`src/rtl/cpu_pkg.sv`:
```
// Shared MU0 definitions: sequencer states, opcode constants and field widths.
// The PAUSE state exists only when CPU_SEQ_STEP_EN is defined.
package cpu_pkg;

  localparam int unsigned INSTR_W = 16;
  localparam int unsigned OP_W    = 4;
  localparam int unsigned ADDR_W  = 12;

  localparam logic [OP_W-1:0] OP_LDA = 4'h0;
  localparam logic [OP_W-1:0] OP_STA = 4'h1;
  localparam logic [OP_W-1:0] OP_ADD = 4'h2;
  localparam logic [OP_W-1:0] OP_SUB = 4'h3;
  localparam logic [OP_W-1:0] OP_JMP = 4'h4;
  localparam logic [OP_W-1:0] OP_JMI = 4'h5;
  localparam logic [OP_W-1:0] OP_JEQ = 4'h6;
  localparam logic [OP_W-1:0] OP_STP = 4'h7;
  localparam logic [OP_W-1:0] OP_LDI = 4'h8;
  localparam logic [OP_W-1:0] OP_LSL = 4'h9;
  localparam logic [OP_W-1:0] OP_LRL = 4'hA;

`ifdef CPU_SEQ_STEP_EN
  typedef enum logic [2:0] {
    S_IDLE  = 3'd0,
    S_FETCH = 3'd1,
    S_EXEC1 = 3'd2,
    S_EXEC2 = 3'd3,
    S_HALT  = 3'd4,
    S_PAUSE = 3'd5
  } seq_state_e;
`else
  typedef enum logic [2:0] {
    S_IDLE  = 3'd0,
    S_FETCH = 3'd1,
    S_EXEC1 = 3'd2,
    S_EXEC2 = 3'd3,
    S_HALT  = 3'd4
  } seq_state_e;
`endif

endpackage

```
`src/rtl/cpu_sequencer.sv`:
```
// MU0 control-state sequencer: phase generation, instruction register and retire counter.
// Optional single-step support (STEP_MODE/STEP/PAUSED ports) under CPU_SEQ_STEP_EN.
module cpu_sequencer
  import cpu_pkg::*;
#(
  parameter logic [15:0] IR_RESET = 16'h0000
) (
  input  logic        CLK,
  input  logic        RESET_N,
  input  logic [15:0] MEM_DATA,
  input  logic        MEM_READY,
  input  logic        RUN,
`ifdef CPU_SEQ_STEP_EN
  input  logic        STEP_MODE,
  input  logic        STEP,
  output logic        PAUSED,
`endif
  output logic        FETCH,
  output logic        EXEC1,
  output logic        EXEC2,
  output logic [3:0]  OP,
  output logic [11:0] OPERAND,
  output logic        HALTED,
  output logic [15:0] INSTR_COUNT
);

  seq_state_e         state_q, state_d;
  seq_state_e         retire_tgt;
  logic [INSTR_W-1:0] ir_q, ir_d;
  logic [15:0]        instr_count_q, instr_count_d;
  logic               fetch_q, fetch_d;
  logic               exec1_q, exec1_d;
  logic               exec2_q, exec2_d;
  logic               halted_q, halted_d;
  logic               retire;
`ifdef CPU_SEQ_STEP_EN
  logic               paused_q, paused_d;
`endif

  // Next state, IR load, retirement and registered output decode.
  always_comb begin
    state_d       = state_q;
    ir_d          = ir_q;
    retire        = 1'b0;
`ifdef CPU_SEQ_STEP_EN
    retire_tgt    = STEP_MODE ? S_PAUSE : S_FETCH;
`else
    retire_tgt    = S_FETCH;
`endif

    case (state_q)
      S_IDLE, S_HALT: begin
        if (RUN) state_d = S_FETCH;
      end
      S_FETCH: begin
        if (MEM_READY) begin
          ir_d    = MEM_DATA;
          state_d = S_EXEC1;
        end
      end
      S_EXEC1: begin
        case (ir_q[INSTR_W-1 -: OP_W])
          OP_LDA: begin
            if (MEM_READY) state_d = S_EXEC2;
          end
          OP_STA, OP_ADD, OP_SUB: begin
            if (MEM_READY) begin
              retire  = 1'b1;
              state_d = retire_tgt;
            end
          end
          OP_STP: begin
            retire  = 1'b1;
            state_d = S_HALT;
          end
          OP_JMP, OP_JMI, OP_JEQ, OP_LDI, OP_LSL, OP_LRL: begin
            retire  = 1'b1;
            state_d = retire_tgt;
          end
          // Undefined opcodes retire as NOPs.
          default: begin
            retire  = 1'b1;
            state_d = retire_tgt;
          end
        endcase
      end
      S_EXEC2: begin
        retire  = 1'b1;
        state_d = retire_tgt;
      end
`ifdef CPU_SEQ_STEP_EN
      S_PAUSE: begin
        if (STEP) state_d = S_FETCH;
      end
`endif
      default: state_d = S_IDLE;
    endcase

    instr_count_d = retire ? instr_count_q + 16'd1 : instr_count_q;

    fetch_d  = (state_d == S_FETCH);
    exec1_d  = (state_d == S_EXEC1);
    exec2_d  = (state_d == S_EXEC2);
    halted_d = (state_d == S_IDLE) || (state_d == S_HALT);
`ifdef CPU_SEQ_STEP_EN
    paused_d = (state_d == S_PAUSE);
`endif
  end

  // State, IR, counter and output flops.
  always_ff @(posedge CLK or negedge RESET_N) begin
    if (!RESET_N) begin
      state_q       <= S_IDLE;
      ir_q          <= IR_RESET;
      instr_count_q <= 16'h0000;
      fetch_q       <= 1'b0;
      exec1_q       <= 1'b0;
      exec2_q       <= 1'b0;
      halted_q      <= 1'b1;
`ifdef CPU_SEQ_STEP_EN
      paused_q      <= 1'b0;
`endif
    end else begin
      state_q       <= state_d;
      ir_q          <= ir_d;
      instr_count_q <= instr_count_d;
      fetch_q       <= fetch_d;
      exec1_q       <= exec1_d;
      exec2_q       <= exec2_d;
      halted_q      <= halted_d;
`ifdef CPU_SEQ_STEP_EN
      paused_q      <= paused_d;
`endif
    end
  end

  assign FETCH       = fetch_q;
  assign EXEC1       = exec1_q;
  assign EXEC2       = exec2_q;
  assign HALTED      = halted_q;
  assign OP          = ir_q[INSTR_W-1 -: OP_W];
  assign OPERAND     = ir_q[ADDR_W-1:0];
  assign INSTR_COUNT = instr_count_q;
`ifdef CPU_SEQ_STEP_EN
  assign PAUSED      = paused_q;
`endif

endmodule
```
`config.mk`:
```
export PLATFORM = sky130hd
export DESIGN_NAME = cpu_sequencer
export DESIGN_NICKNAME = d
export VERILOG_FILES = /design/src/rtl/cpu_pkg.sv /design/src/rtl/cpu_sequencer.sv
export SDC_FILE = /design/constraint.sdc
export NUM_CORES = 1
export LEC_CHECK = 0
export ABC_AREA = 1
export CAP_MARGIN = 20
export CELL_PAD_IN_SITES_DETAIL_PLACEMENT = 0
export CELL_PAD_IN_SITES_GLOBAL_PLACEMENT = 2
export CORE_UTILIZATION = 26
export DETAILED_ROUTE_END_ITERATION = 7
export PLACE_DENSITY = 0.89
export RECOVER_POWER = 100
export SETUP_SLACK_MARGIN = 0.3
export SKIP_CTS_REPAIR_TIMING = 1
export SLEW_MARGIN = 20
export SYNTH_ARGS = -nofsm -noshare
export SYNTH_HDL_FRONTEND = slang
export SYNTH_SLANG_ARGS = --single-unit
```
`constraint.sdc`:
```
create_clock -name CLK -period 2 [get_ports CLK]
set_clock_uncertainty 0.2 [all_clocks]
set_input_delay 0.5 -clock CLK [delete_from_list [all_inputs] [get_ports CLK]]
set_output_delay 0.5 -clock CLK [all_outputs]
set_load 0.05 [all_outputs]
```
==> results of run 1 <==
## cell families (layout without fill, tap and decap cells)
kind of cell,count (synthesis),after routing,synth area share (%)
AO/OA/AOI/OAI,18,18,4.85
XOR/XNOR,6,6,2.71
adder cells (fa/ha/maj),1,1,0.646
buffers and inverters,27,95,6.92
flip-flops,39,39,50.5
AND/OR/NAND/NOR,154,154,34.4
## routing by layer
layer / global-route usage (%) / part of all wire, %
met1: 17.2 / 47
met2: 22.8 / 46
met3: 4.48 / 6.1
met4: 3.52 / 0.80
met5: 0 / 0
## power breakdown
part	switching, mW	leakage [nW]	internal (mW)	total, mW
clock	0.277	0.0422	0.245	0.522
sequential	0.310	0.499	1.09	1.40
combinational	1.67	0.746	0.826	2.49
total	2.25	1.29	2.16	4.42
## worst min-delay path, delay by kind of cell, from the launching register on
family / cells / cell delay (ns)
AND/OR/NAND/NOR: 2 / 0.10
flip-flops: 1 / 0.35
## final timing paths
path | startpoint | end | slack [ns] | cells after the start
max in group asynchronous | RESET_N | HALTED$_DFF_PN1_ | 0.45 | 3
worst min register to register | ir_q[9]$_DFFE_PN0P_ | ir_q[9]$_DFFE_PN0P_ | 0.28 | 2
min in group asynchronous | RESET_N | INSTR_COUNT[10]$_DFFE_PN0P_ | 0.47 | 2
worst max register to register | ir_q[14]$_DFFE_PN0P_ | INSTR_COUNT[11]$_DFFE_PN0P_ | 0.33 | 9
worst max-delay path | ir_q[2]$_DFFE_PN0P_ | OPERAND[2] | 0.19 | 1
worst min-delay path | ir_q[9]$_DFFE_PN0P_ | ir_q[9]$_DFFE_PN0P_ | 0.28 | 2
## synth_stat cells, drive strengths merged
master,count,area [um^2]
nor2,22,92.6
xnor2,4,35.0
dfrtp,38,951
o21ai,13,65.1
clkbuf,1,3.75
dfstp,1,26.3
nand2,99,392
nand3b,3,22.5
ha,1,12.5
xor2,2,17.5
buf,6,55.1
a21oi,4,20.0
and2,1,6.26
nand3,23,115
o32ai,1,8.76
nand4,6,37.5
inv,20,75.1
## state kept, by name, summed over array words and instances, names as in the netlist
register and cells:
EXEC1 1, EXEC2 1, FETCH 1, HALTED 1, INSTR_COUNT 16, ir_q 16, state_q 3
## area by class of cell
type	count	area share, %
clock buffers	7	2.78
clock inverters	1	0.182
inverters	20	2.83
multi-input cells	179	29.9
flip-flops and latches	39	35.6
well taps	99	4.51
repair buffers	67	24.1
## metrics by stage
stage	hold WS (ns)	worst slack [ns]	total power, mW
detailed placement	0.257	0.0164	4.24
global placement	0.258	0.0262	4.23
finish	0.280	0.192	4.42
CTS	-0.0659	0.306	4.79
floorplan	0.00441	0.312	3.04
global route	0.306	0.151	4.71
==> results.cfg, run 1 <==
[synthesis]
ys_ff_latch = 39
syn_nets = 266
seq_area_frac_synth_pct = 50.5
netlist_instances = 245
synth_area_um2 = 1940
ys_warn_count = 0
avgSynthCellArea_um2 = 7.90
ys_types = 24

[final_layout]
stdcell_count = 412
multi_input_area_um2 = 822
drive_above_1_share_pct = 18.8
diodes = 0
postLayoutCellArea_um2 = 2750
seq_area_um2 = 978
final_util_pct = 38.1
fillers = 788
syn_to_final_growth_pct = 41.8
mostFrequentLayoutCells = nand2_1 (96), dfrtp_1 (37), nand3_1 (23)
nets = 333
mostFrequentLayoutCell = nand2_1

[sta]
setup_viol = 0
finalCritPeriodShare_pct = 90.4
fin_crit_ns = 1.81
final-hold-violation-count = 0
relSlewSlack_pct = 60.0
setup_tns_ns = 0
grt_setup_unrepaired = true
worst_slew_pin_slew_ns = 0.602
slew_violations = 0
clock.fmax_mhz = 553

[die]
dieWidth_um = 88.3
initial_utilization_pct = 26.8
core_region_area_um2 = 7210
die_area_um2 = 7790
fp.dieH_um = 88.3
floorplan.rows = 31
boundaryPins = 56

[setup_path]
end_kind = output port
critPathBufInv = 1
cp_max_fo = 2
slowest_stage = buf_1
cp.arrival_ns = 1.11
cp_data_required_time_ns = 1.30
cpLargestDelayFamily = buffers and inverters
worst-setup-path-type = flop to output port
max_stage_delay_ns = 0.47
start_kind = flop
path_cells = buf_1

[routing]
routed-via-count = 1742
dr.pass1.iters = 4
via_per_inst = 4.23
route.final.wire_length_um = 4870
routedWlPerCell_um = 11.8
drc_errors = 0
ant_nets = 0
drtIter0Drc = 58

[power_and_ir_drop]
p_per_area_nw_per_um2 = 1610
p_leak_nw = 1.29
ir_drop_mv = 0.897

[clocking]
cts_sinks = 39
insertion_delay_ns = 0.29
path_clk_slew_ns = 0.08
cts_tree = yes
clockBufferDepth = 2
ctsRootBufferMaster = clkbuf_8
htreeDepth = 2
cts-buffers-inserted = 5

[placement]
dpl_cell_area_um2 = 2840
placed_cells = 402
io_buffers = 55
gp_congestion = 0.741
hpwl_um = 3720

[global_route]
grt_pass1_wl_um = 8220
grt_pass1_vias = 1759
grt_antenna_before_repair = 0
grt_max_degree = 19
gr-total-overflow = 0
grtUsageTotal_pct = 13.7

[status]
outcome = complete, no violations

[worst_hold_path]
min_path_type = flop to flop

[job]
cap_violations = 0
(Power assumes the default switching activity.)
==> run 2, diff against run 1 <==
PLACE_DENSITY = 0.81   (was 0.89)
==> results.cfg, run 2 (same netlist as run 1, synthesis figures left out) <==
[final_layout]
drive_above_1_share_pct = 19.0
syn_to_final_growth_pct = 41.8
final_util_pct = 38.0
nets = 330
mostFrequentLayoutCells = nand2_1 (95), dfrtp_1 (38), nand3_1 (23)
stdcell_count = 409
mostFrequentLayoutCell = nand2_1
fillers = 792
seq_area_um2 = 977
diodes = 0
multi_input_area_um2 = 826

[setup_path]
start_kind = flop
slowest_stage = dlymetal6s2s_1
reg2reg_from = INSTR_COUNT[0]$_DFFE_PN0P_
reg2reg_depth = 8
max_stage_delay_ns = 0.44
cp.arrival_ns = 1.12
end_kind = output port
cp_max_fo = 4
timing.rr.end = INSTR_COUNT[14]$_DFFE_PN0P_
critPathBufInv = 1
cp_data_required_time_ns = 1.30
cpLargestDelayFamily = buffers and inverters
path_cells = dlymetal6s2s_1
r2r_slack_ns = 0.29
worst-setup-path-type = flop to output port
path_depth = 1

[sta]
relSlewSlack_pct = 60.8
final-hold-violation-count = 0
setup_viol = 0
worst_slew_pin_slew_ns = 0.591
slew_violations = 0
grt_setup_unrepaired = true
finalCritPeriodShare_pct = 91.0
clock.fmax_mhz = 550
fin_crit_ns = 1.82

[placement]
placed_cells = 400
io_buffers = 55
gp_congestion = 0.739
hpwl_um = 3650

[die]
boundaryPins = 56
core_region_area_um2 = 7210
fp.dieH_um = 88.3
die_area_um2 = 7790
dieWidth_um = 88.3
initial_utilization_pct = 26.8
floorplan.rows = 31

[routing]
top_layer = met4
routedLengthMet1_um = 2240
routed-via-count = 1767
routedWlPerCell_um = 11.7
dr.pass1.iters = 4
drtIter0Drc = 102
drc_errors = 0
wl_met3_um = 333
route.final.wire_length_um = 4800
ant_nets = 0
via_per_inst = 4.32
route.met2.wl_um = 2180

[clocking]
cts-buffers-inserted = 5
htreeDepth = 2
ctsRootBufferMaster = clkbuf_8
clockBufferDepth = 2
path_clk_slew_ns = 0.08
cts_tree = yes
cts_sinks = 39
insertion_delay_ns = 0.30

[global_route]
grt_max_degree = 27
gr-total-overflow = 0
grt_antenna_before_repair = 0
grt_pass1_wl_um = 8100
grt_pass1_vias = 1675
grtUsageTotal_pct = 13.7

[worst_hold_path]
hold_end = ir_q[11]$_DFFE_PN0P_
worstHoldStart = ir_q[11]$_DFFE_PN0P_
min_path_type = flop to flop
hold_depth = 2

[power_and_ir_drop]
ir_drop_mv = 0.767
p_leak_nw = 1.30
p_total_mw = 4.50
p_per_area_nw_per_um2 = 1640

[status]
outcome = complete, no violations

[job]
cap_violations = 0
run 2: layout make-up:
type | count | area share [%]
Clock buffer | 7 | 3.51
Clock inverter | 1 | 0.274
Inverter | 20 | 2.92
Multi-Input combinational cell | 179 | 30.1
Sequential cell | 39 | 35.6
Tap cell | 99 | 4.51
Timing Repair Buffer | 64 | 23.1
run 2: power by group:
group	internal [mW]	switching [mW]	leakage [nW]
combinational	0.816	1.67	0.753
clock	0.314	0.298	0.0505
sequential	1.09	0.311	0.500
run 2: worst max-delay path by stage:
stage | from | to | slack (ns)
final | INSTR_COUNT[15]$_DFFE_PN0P_ | INSTR_COUNT[15] | 0.18
after global placement | MEM_READY | EXEC1$_DFF_PN0_ | 0.02
after global routing | INSTR_COUNT[15]$_DFFE_PN0P_ | INSTR_COUNT[15] | 0.12
after detailed placement | MEM_READY | EXEC1$_DFF_PN0_ | -0.003
after floorplan | INSTR_COUNT[0]$_DFFE_PN0P_ | INSTR_COUNT[14]$_DFFE_PN0P_ | 0.31
after CTS | INSTR_COUNT[0]$_DFFE_PN0P_ | INSTR_COUNT[14]$_DFFE_PN0P_ | 0.29
run 2: per-layer routing:
layer,vias up,GRT usage [%]
met1,800,18.1
met2,56,21.0
met4,0,4.40
met3,5,4.66
li1,906,-
met5,-,0
run 2: metrics by stage:
stage                     hold slack (ns)   TNS, ns  setup WS (ns)  area [um^2]
after floorplan                   0.00441         0          0.312         1940
after detailed placement            0.239  -0.00280       -0.00280         2820
after global placement              0.246         0         0.0231         2820
after global routing                0.305         0          0.122         2740
final                               0.274         0          0.181         2740
after CTS                         -0.0885         0          0.289         2930
run 2: worst min-delay path, stage by stage, from the launching register on:
cell and delay (ns):
dfrtp_1 0.35, nand2_1 0.05, nand2_1 0.04
==> run 3, diff against run 2 <==
CORE_UTILIZATION = 27   (was 26)
CTS_BUF_LIST = sky130_fd_sc_hd__clkbuf_4 sky130_fd_sc_hd__clkbuf_8   (was not set)
PLACE_DENSITY = 0.84   (was 0.81)
==> results.cfg, run 3 (same netlist as run 1, synthesis figures left out) <==
[final_layout]
mostFrequentLayoutCell = nand2_1
syn_to_final_growth_pct = 44.8
postLayoutCellArea_um2 = 2800
final_util_pct = 40.8
diodes = 0
mostFrequentLayoutCells = nand2_1 (95), dfrtp_1 (38), nand3_1 (23)
stdcell_count = 409
seq_area_um2 = 977
nets = 333
multi_input_area_um2 = 825
drive_above_1_share_pct = 18.5
fillers = 731

[die]
boundaryPins = 56
floorplan.rows = 30
die_area_um2 = 7510
fp.dieH_um = 86.7
dieWidth_um = 86.7
initial_utilization_pct = 28.2
core_region_area_um2 = 6870

[clocking]
cts-buffers-inserted = 5
cts_sinks = 39
ctsRootBufferMaster = clkbuf_8
cts_tree = yes
path_clk_slew_ns = 0.09
insertion_delay_ns = 0.29
clockBufferDepth = 2
htreeDepth = 2

[setup_path]
slowest_stage = dlymetal6s2s_1
cpLargestDelayFamily = buffers and inverters
cp.arrival_ns = 1.12
start_kind = flop
cp_data_required_time_ns = 1.30
worst-setup-path-type = flop to output port
path_cells = dlymetal6s2s_1
end_kind = output port
max_stage_delay_ns = 0.44
critPathBufInv = 1
cp_max_fo = 4

[routing]
routedWlPerCell_um = 11.9
drtIter0Drc = 65
drc_errors = 0
ant_nets = 0
routed-via-count = 1766
dr.pass1.iters = 4
via_per_inst = 4.32
route.final.wire_length_um = 4860

[placement]
placed_cells = 400
dpl_worst_slack_ns = 0.0113
gp_congestion = 0.734
hpwl_um = 3640
dpl_cell_area_um2 = 2840
io_buffers = 55

[global_route]
grt_pass1_wl_um = 8340
grtUsageTotal_pct = 14.2
gr-total-overflow = 0
grt_pass1_vias = 1793
grt_max_degree = 25
grt_antenna_before_repair = 0

[sta]
final.setup.worst_slack_ns = 0.179
clock.fmax_mhz = 549
fin_crit_ns = 1.82
setup_viol = 0
finalCritPeriodShare_pct = 91.0
hold_ws_ns = 0.279
relSlewSlack_pct = 60.5
final-hold-violation-count = 0
setup_tns_ns = 0
worst_slew_pin_slew_ns = 0.594
grt_setup_unrepaired = true
slew_violations = 0

[worst_hold_path]
min_path_type = flop to flop

[power_and_ir_drop]
p_per_area_nw_per_um2 = 1630
p_leak_nw = 1.32
p_total_mw = 4.57
ir_drop_mv = 0.791

[job]
cap_violations = 0

[status]
outcome = complete, no violations
-- run 3: cell types whose count changed in the layout (fill, tap and decap cells not counted), sizes merged --
| cell | delta |
|---|---|
| buf | +3 |
| bufinv | +1 |
| clkbuf | -1 |
| clkinv | +1 |
| inv | -1 |
-- run 3: final cells by class --
class / count / area share [%]
clock buffers: 6 / 2.72
clock inverters: 2 / 1.34
inverters: 20 / 2.86
multi-input cells: 179 / 29.4
flip-flops and latches: 39 / 34.9
well taps: 96 / 4.29
repair buffers: 67 / 24.5
-- run 3: metal layers --
layer	track usage (%)	wire length [um]	vias up
met2	23.1	2190	51
li1	-	-	909
met3	4.38	307	6
met5	0	0	-
met1	18.1	2310	800
met4	4.55	59	0
-- run 3: final timing paths --
| path | from | end | slack, ns | cells past startpoint |
|---|---|---|---|---|
| min in group asynchronous | RESET_N | state_q[2]$_DFF_PN0_ | 0.47 | 2 |
| worst min-delay path | ir_q[7]$_DFFE_PN0P_ | ir_q[7]$_DFFE_PN0P_ | 0.28 | 2 |
| worst max register to register | INSTR_COUNT[0]$_DFFE_PN0P_ | INSTR_COUNT[14]$_DFFE_PN0P_ | 0.27 | 8 |
| worst min register to register | ir_q[7]$_DFFE_PN0P_ | ir_q[7]$_DFFE_PN0P_ | 0.28 | 2 |
| max in group asynchronous | RESET_N | INSTR_COUNT[13]$_DFFE_PN0P_ | 0.67 | 3 |
| worst max-delay path | INSTR_COUNT[4]$_DFFE_PN0P_ | INSTR_COUNT[4] | 0.18 | 1 |
-- run 3: power breakdown --
group | internal (mW) | leakage, nW | switching (mW) | total [mW]
Clock | 0.386 | 0.0548 | 0.282 | 0.668
Combinational | 0.829 | 0.767 | 1.68 | 2.51
Sequential | 1.09 | 0.500 | 0.307 | 1.40
